`src/rtl/usr_rx.sv`:
```
// Framed serial receiver: start bit, WIDTH data bits, optional even parity, stop bit.
// Good frames land in a one-entry valid/ready output buffer.
module usr_rx #(
  parameter int WIDTH     = 5,
  parameter bit PARITY_EN = 1'b1
) (
  input  logic             clk,
  input  logic             rst,
  input  logic             si,
  input  logic             si_en,
  input  logic             msb_first,
  output logic [WIDTH-1:0] po,
  output logic             po_valid,
  input  logic             po_ready,
  output logic             busy,
  output logic             frame_err,
  output logic             parity_err,
  output logic             overrun
);

  localparam int CW = $clog2(WIDTH + 1);

  typedef enum logic [1:0] {
    IDLE,
    DATA,
    PARITY,
    STOP
  } state_t;

  state_t           state, state_nx;
  logic [CW-1:0]    cnt, cnt_nx;
  logic [WIDTH-1:0] sh, sh_nx;
  logic [WIDTH-1:0] po_nx;
  logic             msb, msb_nx;
  logic             perr, perr_nx;
  logic             valid_nx;
  logic             ferr_nx;
  logic             perr_p_nx;
  logic             ovr_nx;

  assign busy = (state != IDLE);

  always_ff @(posedge clk or negedge rst) begin
    if (!rst) begin
      state      <= IDLE;
      cnt        <= '0;
      sh         <= '0;
      msb        <= 1'b0;
      perr       <= 1'b0;
      po         <= '0;
      po_valid   <= 1'b0;
      frame_err  <= 1'b0;
      parity_err <= 1'b0;
      overrun    <= 1'b0;
    end else begin
      state      <= state_nx;
      cnt        <= cnt_nx;
      sh         <= sh_nx;
      msb        <= msb_nx;
      perr       <= perr_nx;
      po         <= po_nx;
      po_valid   <= valid_nx;
      frame_err  <= ferr_nx;
      parity_err <= perr_p_nx;
      overrun    <= ovr_nx;
    end
  end

  always_comb begin
    state_nx  = state;
    cnt_nx    = cnt;
    sh_nx     = sh;
    msb_nx    = msb;
    perr_nx   = perr;
    po_nx     = po;
    valid_nx  = po_valid;
    ferr_nx   = 1'b0;
    perr_p_nx = 1'b0;
    ovr_nx    = 1'b0;
    // A commit below overrides this plain accept.
    if (po_valid && po_ready)
      valid_nx = 1'b0;
    if (si_en) begin
      unique case (state)
        IDLE: begin
          if (!si) begin
            state_nx = DATA;
            cnt_nx   = '0;
            msb_nx   = msb_first;
            perr_nx  = 1'b0;
          end
        end
        DATA: begin
          if (msb)
            sh_nx = {sh[WIDTH-2:0], si};
          else
            sh_nx = {si, sh[WIDTH-1:1]};
          cnt_nx = cnt + CW'(1);
          if (cnt == CW'(WIDTH - 1)) begin
            if (PARITY_EN)
              state_nx = PARITY;
            else
              state_nx = STOP;
          end
        end
        PARITY: begin
          perr_nx  = (si != ^sh);
          state_nx = STOP;
        end
        STOP: begin
          state_nx = IDLE;
          if (!si)
            ferr_nx = 1'b1;
          else if (perr)
            perr_p_nx = 1'b1;
          else if (!po_valid || po_ready) begin
            po_nx    = sh;
            valid_nx = 1'b1;
          end else
            ovr_nx = 1'b1;
        end
        default: state_nx = IDLE;
      endcase
    end
  end

endmodule

```
`config.mk`:
```
export PLATFORM = sky130hd
export DESIGN_NAME = usr_rx
export DESIGN_NICKNAME = d
export VERILOG_FILES = /design/src/rtl/usr_rx.sv
export SDC_FILE = /design/constraint.sdc
export NUM_CORES = 1
export LEC_CHECK = 0
export ABC_AREA = 1
export CAP_MARGIN = 15
export CORE_ASPECT_RATIO = 0.75
export CORE_MARGIN = 2
export CORE_UTILIZATION = 30
export DETAILED_ROUTE_END_ITERATION = 6
export PLACE_DENSITY = 0.57
export SLEW_MARGIN = 20
export SYNTH_ARGS = -nofsm -noshare
export SYNTH_HDL_FRONTEND = slang
export SYNTH_SLANG_ARGS = --single-unit
```
`constraint.sdc`:
```
create_clock -name clk -period 2.5 [get_ports clk]
set_input_delay 0.625 -clock clk [delete_from_list [all_inputs] [get_ports clk]]
set_output_delay 0.625 -clock clk [all_outputs]
set_load 0.1 [all_outputs]
```
======== Yosys cells after proc, flatten, opt, wreduce, memory -nomap -nowiden ========
Index checks and enable logic that the tools add are counted.
word-level totals
  ROM bits ................................ 0
  latch bits .............................. 0
  RAM bits ................................ 0
  memories kept ........................... 0
  flip-flop bits (word level) ............. 21
  input bits .............................. 6
  output and inout bits ................... 10
  logic and storage cells ................. 60
cells by class
  order comparisons ....................... 0
  multiplexer cells ....................... 26
  div/mod/pow operators ................... 0
  add/sub/neg operators ................... 1
  shift operators ......................... 0
  eq/ne operators ......................... 7
  bitwise gates (word level) .............. 2
  multiply operators ...................... 0
  reductions and logical operators ........ 14
operators by type and width
  kind                                                                    count
  1-bit 2-to-1 mux                                                        19
  3-bit AND reduction                                                     4
  2-bit one-hot mux with 4 select lines                                   1
  3-bit one-hot mux with 2 select lines                                   1
  2-bit nonzero test                                                      3
  5-bit 2-to-1 mux                                                        1
  5-bit AND reduction                                                     1
  5-bit XOR reduction                                                     1
  2-bit equality test (second input constant)                             2
  2-bit 2-to-1 mux                                                        2
  2-bit inequality test (second input constant)                           2
  3-bit by 1-bit adder with 3-bit output (second input constant)          1
  3-bit equality test (second input constant)                             1
  3-bit 2-to-1 mux                                                        1
  2-bit by 1-bit equality test with 1-bit output (second input constant)  1
  2-bit logical NOT                                                       1
  1-bit inverter                                                          2
  1-bit one-hot mux with 2 select lines                                   1
  2-bit AND reduction                                                     1
  1-bit logical AND                                                       1
  1-bit logical NOT                                                       1
  1-bit logical OR                                                        1
  1-bit inequality test                                                   1

======== Longest topological paths before layout ========
Gate-level depths: netlist of the first run.
  depth after elaboration ................. 7
  mapped depth ............................ 8
  depth with buffers taken out ............ 8

======== Least setup slack after synthesis of the first run ========
No wires, ideal clock.
  path type ............................... reg-to-output
  start ................................... reg state[0]
  end ..................................... out busy
  slack ................................... 583 ps
  required time ........................... 1875 ps
  path buffers ............................ 0
  cell stages (with the launch flop) ...... 4
  arrival time ............................ 1292 ps
  cell sequence ........................... dfrtp_1 -> inv_1 -> ha_1 -> inv_1
on the way
  cells in the longest elaborated chain, start to end .. 1
RTL lines
  item                    RTL line  source
  start, declared         30        state_t state, state_nx;
  start signal, assigned  56        state <= state_nx;
  2-bit nonzero test      41        assign busy = (state != IDLE);
  end, declared           15        output logic busy,
Every way passes these cells.

======== Worst setup path in the final report of the first run ========
  start ................................... reg state[1]
  end ..................................... out busy
Same word-level chain as after synthesis.

==> flow_metrics.env, run 1 <==
export IMPL_status="completed"
export IMPL_hold_buffers=0
export IMPL_post_cts_buffers=0
export IMPL_crit_path_max_fanout=4
export IMPL_grt_pass1_vias=790
export IMPL_placed_area_sq_um=1290
export IMPL_vias_per_cell=4.66
export IMPL_routed_wl_microns=2070
export IMPL_multiInputGateArea_sq_um=499
export IMPL_r2r_start="state[0]"
export IMPL_cp_num_buf_inv=3
export IMPL_tightest_slew_ns=0.298
export IMPL_ys_ff_latch=21
export IMPL_fill_cells=353
export IMPL_cpMaxStageDelayCell="dfrtp_1"
export IMPL_drc=0
export IMPL_synth_nets=143
export IMPL_worst_clock_skew_ns=0.00186
export IMPL_port_buffers=15
export IMPL_synth_distinct_cells=17
export IMPL_syn_cell_area_sq_um=1090
export IMPL_power_density_nw_per_um2=1370
export IMPL_startpoint="state[1]"
export IMPL_vdd_drop_max_mv=0.527
export IMPL_yosysTopAreaCellShare=0.481
export IMPL_ys_seq_area_frac=0.481
export IMPL_crit_path_frequent_cell="inv_1"
export IMPL_antenna_cells=0
export IMPL_crit_family="flip-flops"
export IMPL_max_freq_ghz=0.514
export IMPL_gp_congestion=0.769
export IMPL_clockBufferDepth=2
export IMPL_layout_min_cycle_time_ns=1.94
export IMPL_antenna_found_initial=0
export IMPL_cts_sinks=21
export IMPL_setup_violations=0
export IMPL_core_sq_um=3380
export IMPL_yosys_top_cells_count="nand2_1 (35), dfrtp_1 (21), inv_1 (18)"
export IMPL_die_area_sq_um=4140
export IMPL_cts_resized=0
export IMPL_dp_slack_ns=0.541
export IMPL_synth_most_common_cell="nand2_1"
export IMPL_cts_made_buffers=3
export IMPL_hold_class="flop to flop"
export IMPL_wl_per_cell_microns=10.8
export IMPL_hold_path_depth=2
export IMPL_fin_ws_ns=0.556
export IMPL_area_delta_synth_final_pct=22.0
export IMPL_period_share=0.778
export IMPL_ys_async_sr_fraction=1.00
export IMPL_cp_depth=4
export IMPL_leakage_nw=0.693
export IMPL_ys_top_cells_by_area="dfrtp_1 (48%), nand2_1 (12%), ha_1 (6.9%)"
export IMPL_crit_required_ns=1.88
export IMPL_htree_levels=1
export IMPL_slew_headroom=0.801
export IMPL_grt_max_degree=22
export IMPL_dr_pass1_iters=4
export IMPL_min_from="po[1]"
export IMPL_io_pins=16
export IMPL_path_clk_slew_ns=0.07
export IMPL_register_area_sq_um=526
export IMPL_syn_instance_count=131
export IMPL_vias=890
export IMPL_grt_pass1_wl_microns=3530
export IMPL_synth_edff_count=0
export IMPL_grt_setup_unrepaired="no"
export IMPL_yosys_warnings=0
export IMPL_drtAntennaViolNets=0
export IMPL_slew_viol_final=0
export IMPL_clkLatencyLatePin_ns=0.25
export IMPL_drt_initial_drc_count=35
export IMPL_crit_chain="inv_1, ha_1, inv_1, buf_12"
export IMPL_fin_nets=164
export IMPL_tritoncts="built"
export IMPL_synth_area_leader_cell="dfrtp_1"
export IMPL_synth_avg_cell_area_sq_um=8.34
export IMPL_start_util=0.323
export IMPL_fp_row_count=18
export IMPL_total_power_w=0.00183
export IMPL_fp_dieW_microns=73.7
export IMPL_startpoint_type="flop"
export IMPL_drive_above_1_share=0.139
export IMPL_ctsRootBufferMaster="clkbuf_8"
export IMPL_finalSetupTns_ns=0
export IMPL_crit_arrival_ns=1.32
export IMPL_post_dp_hpwl_microns=1590
export IMPL_grt_use_total=0.107
export IMPL_criticalPathCategory="flop to output port"
export IMPL_overflow=0
export IMPL_die_y_microns=56.3
export IMPL_r2r_cells=7
export IMPL_drv_cap=0
export IMPL_critPathMaxStageDelay_ns=0.40
export IMPL_end_kind="output port"
export IMPL_final_hold_viol_count=0
export IMPL_synth_top_flop_cell="dfrtp_1"
export IMPL_design_area_sq_um=1330
==> routing by layer <==
layer,track usage,share of wire
met4,0.0156,0.0039
met5,0,0
met2,0.152,0.42
met1,0.157,0.50
met3,0.0395,0.079
==> worst register-to-register path: cells and delay by family (launching register included) <==
kind                     cells  cell delay (ns)
flip-flops                   1             0.40
adder cells (fa/ha/maj)      1             0.27
buffers and inverters        1             0.08
AO/OA/AOI/OAI                1             0.21
AND/OR/NAND/NOR              4             0.36
==> cells in the final DEF (no fill, tap or decap), types with 2 or more instances in the layout <==
cell,synthesis,final
a21oi_1,6,6
buf_4,0,10
clkbuf_8,0,3
clkdlybuf4s50_1,0,5
dfrtp_1,21,21
ha_1,6,6
inv_1,18,18
nand2_1,35,35
nand3_1,13,13
nor2_1,7,7
o21ai_0,12,12
o21ai_1,4,4
o21ai_2,2,2
==> final timing paths <==
kind,to,slack (ns)
setup / recovery,busy,0.56
hold / removal,po[1],0.49
setup reg to reg,cnt[2],1.13
hold reg to reg,po[1],0.49
max in group asynchronous,frame_err,1.58
min in group asynchronous,sh[1],0.71
==> logic make-up after synthesis <==
group                    count (synthesis)  share of synthesized area
AND/OR/NAND/NOR                         59                      0.239
AO/OA/AOI/OAI                           26                      0.141
flip-flops                              21                      0.481
buffers and inverters                   18                     0.0619
adder cells (fa/ha/maj)                  6                     0.0687
XOR/XNOR                                 1                    0.00802
==> per-stage QoR <==
step                       util  hold slack [ns]  cells
after floorplan               -            0.329    131
after global routing      0.394            0.520    191
final                     0.394            0.490    191
after detailed placement  0.381            0.475    187
after CTS                 0.394            0.493    191
after global placement    0.381            0.468    187
==> power by group <==
part           switching, W  internal (W)
sequential         0.000111      0.000472
combinational      0.000753      0.000276
clock              0.000104      0.000113
==> area by class of cell <==
type | count | share of cell area
Clock buffer | 4 | 0.0338
Sequential cell | 21 | 0.394
Inverter | 18 | 0.0507
Multi-Input combinational cell | 92 | 0.375
Tap cell | 40 | 0.0376
Timing Repair Buffer | 16 | 0.109
==> flip-flops by register name (all words and copies together) (netlist names) <==
name and cells:
po 5, sh 5, cnt 3, state 2
frame_err 1, msb 1, overrun 1, parity_err 1
perr 1, po_valid 1
No activity file was read; power rests on OpenSTA's default activity.
==> run 2, diff against run 1 <==
clock period = 1.8 ns   (was 2.5 ns; I/O delays follow)
==> run 2 against run 1 <==
Sequential share of layout area decreased by 3.4 points. Register-to-register slack got worse by 0.71 ns. Global-route usage increased by 0.48 points. Flip-flop and latch count unchanged. Cell count unchanged. Final area increased by 9.4%. Count of clock-buffer cells in the layout unchanged. Worst hold slack improved by 0.042 ns. Critical endpoint unchanged.
==> flow_metrics.env, run 2 (synthesis results as in run 1) <==
export IMPL_clockPowerShare=0.110
export IMPL_hold_buffers=0
export IMPL_cts_sinks=21
export IMPL_top_regs="po: 5 flops, sh: 5 flops, cnt: 3 flops"
export IMPL_crit_path_max_fanout=4
export IMPL_overflow=0
export IMPL_power_switching_w=0.00138
export IMPL_worst_clock_skew_ns=0.00422
export IMPL_critPathMaxStageDelay_ns=0.41
export IMPL_crit_chain="inv_1, ha_4, inv_1, buf_12"
export IMPL_p_int_w=0.00137
export IMPL_grt_pass1_wl_microns=3580
export IMPL_dr_pass1_iters=4
export IMPL_slew_viol_final=0
export IMPL_hold_class="primary input to async pin"
export IMPL_rrSetupSlack_ns=0.42
export IMPL_startpoint="state[0]"
export IMPL_r2r_start="state[1]"
export IMPL_startpoint_type="flop"
export IMPL_slew_headroom=0.794
export IMPL_criticalPathCategory="flop to output port"
export IMPL_pwr_share_comb=0.582
export IMPL_tritoncts="built"
export IMPL_leakage_nw=0.723
export IMPL_post_dp_hpwl_microns=1580
export IMPL_area_delta_synth_final_pct=33.4
export IMPL_drive_above_1_share=0.146
export IMPL_core_sq_um=3380
export IMPL_fin_nets=164
export IMPL_wl_per_cell_microns=10.7
export IMPL_port_buffers=15
export IMPL_r2r_cells=6
export IMPL_grt_pass1_vias=797
export IMPL_routed_wl_microns=2040
export IMPL_fp_dieW_microns=73.7
export IMPL_pwr_share_seq=0.308
export IMPL_crit_required_ns=1.35
export IMPL_vias=883
export IMPL_grt_setup_unrepaired="no"
export IMPL_grt_max_degree=22
export IMPL_swShare=0.501
export IMPL_end_kind="output port"
export IMPL_cp_depth=4
export IMPL_drv_cap=0
export IMPL_antenna_found_initial=0
export IMPL_drtAntennaViolNets=0
export IMPL_final_cell_mix="nand2_1 (35), dfrtp_1 (21), inv_1 (18)"
export IMPL_layout_min_cycle_time_ns=1.68
export IMPL_vdd_drop_max_mv=0.706
export IMPL_die_area_sq_um=4140
export IMPL_crit_arrival_ns=1.23
export IMPL_critPathCapture="busy"
export IMPL_cp_num_buf_inv=3
export IMPL_grt_use_total=0.112
export IMPL_finalSetupTns_ns=0
export IMPL_clockBufferDepth=2
export IMPL_vias_per_cell=4.62
export IMPL_gp_congestion=0.733
export IMPL_crit_path_frequent_cell="inv_1"
export IMPL_drc=0
export IMPL_power_density_nw_per_um2=1890
export IMPL_htree_levels=1
export IMPL_status="completed"
export IMPL_crit_family="flip-flops"
export IMPL_start_util=0.323
export IMPL_period_share=0.933
export IMPL_path_clk_slew_ns=0.07
export IMPL_tightest_slew_ns=0.308
export IMPL_ctsRootBufferMaster="clkbuf_8"
export IMPL_rr_endpoint="sh[1]"
export IMPL_die_y_microns=56.3
export IMPL_cpMaxStageDelayCell="dfrtp_1"
export IMPL_clkLatencyLatePin_ns=0.26
export IMPL_fp_row_count=18
export IMPL_setup_violations=0
export IMPL_postLayoutCoreUtil=0.431
export IMPL_cts_made_buffers=3
export IMPL_antenna_cells=0
export IMPL_io_pins=16
export IMPL_drt_initial_drc_count=69
export IMPL_max_freq_ghz=0.595
export IMPL_final_common_cell="nand2_1"
export IMPL_final_hold_viol_count=0
## run 2: cell types whose count changed in the layout (fill, tap and decap cells not counted)
cell	delta
ha_1	-1
buf_12	+9
ha_4	+1
buf_4	-9
## run 2: layout make-up
class,instances,area [sq um]
clock buffer,4,45.0
tap,40,50.0
fill,347,1920
sequential,21,526
multi-input combinational,92,512
timing repair buffer,16,258
inverter,18,67.6
## run 2: metal layers
layer  global-route usage  vias to the layer above  wire, microns
met4               0.0312                        0             20
met3               0.0431                        4             97
met5                    0                        -              0
li1                     -                      462              -
met1                0.158                      402           1040
met2                0.158                       15            879
## run 2: power groups by stage
stage                     registers, W  clock network [W]  logic (W)
after CTS                     0.000849           0.000320    0.00159
after global routing          0.000874           0.000344    0.00175
after detailed placement      0.000859                  0    0.00159
final                         0.000847           0.000303    0.00160
after global placement        0.000845                  0    0.00157
after floorplan                0.00126                  0   0.000645
## run 2: timing repair
item	4_1_cts	5_1_grt
setup endpoints to repair	0	1
setup buffers	0	0
gates resized for setup	0	2
## run 2: per-stage QoR
| step | worst slack, ns | std cells | hold slack (ns) | power [W] | area, sq um |
|---|---|---|---|---|---|
| 6_report | 0.120 | 191 | 0.532 | 0.00275 | 1460 |
| 3_3_place_gp | 0.0713 | 187 | 0.528 | 0.00241 | 1400 |
| 2_1_floorplan | 0.0582 | 131 | 0.154 | 0.00190 | 1090 |
| 3_5_place_dp | 0.00767 | 187 | 0.543 | 0.00245 | 1400 |
| 4_1_cts | 0.00317 | 191 | 0.538 | 0.00276 | 1450 |
| 5_1_grt | 0.0335 | 191 | 0.561 | 0.00296 | 1460 |
## run 2: worst min path at each step
stage	start	to	slack [ns]	depth (start not counted)
floorplan	rst	cnt[0]	0.15	0
global placement	cnt[0]	cnt[0]	0.53	1
detailed placement	po[1]	po[1]	0.54	2
CTS	rst	sh[1]	0.54	2
global route	rst	sh[2]	0.56	2
finish	rst	sh[1]	0.53	2
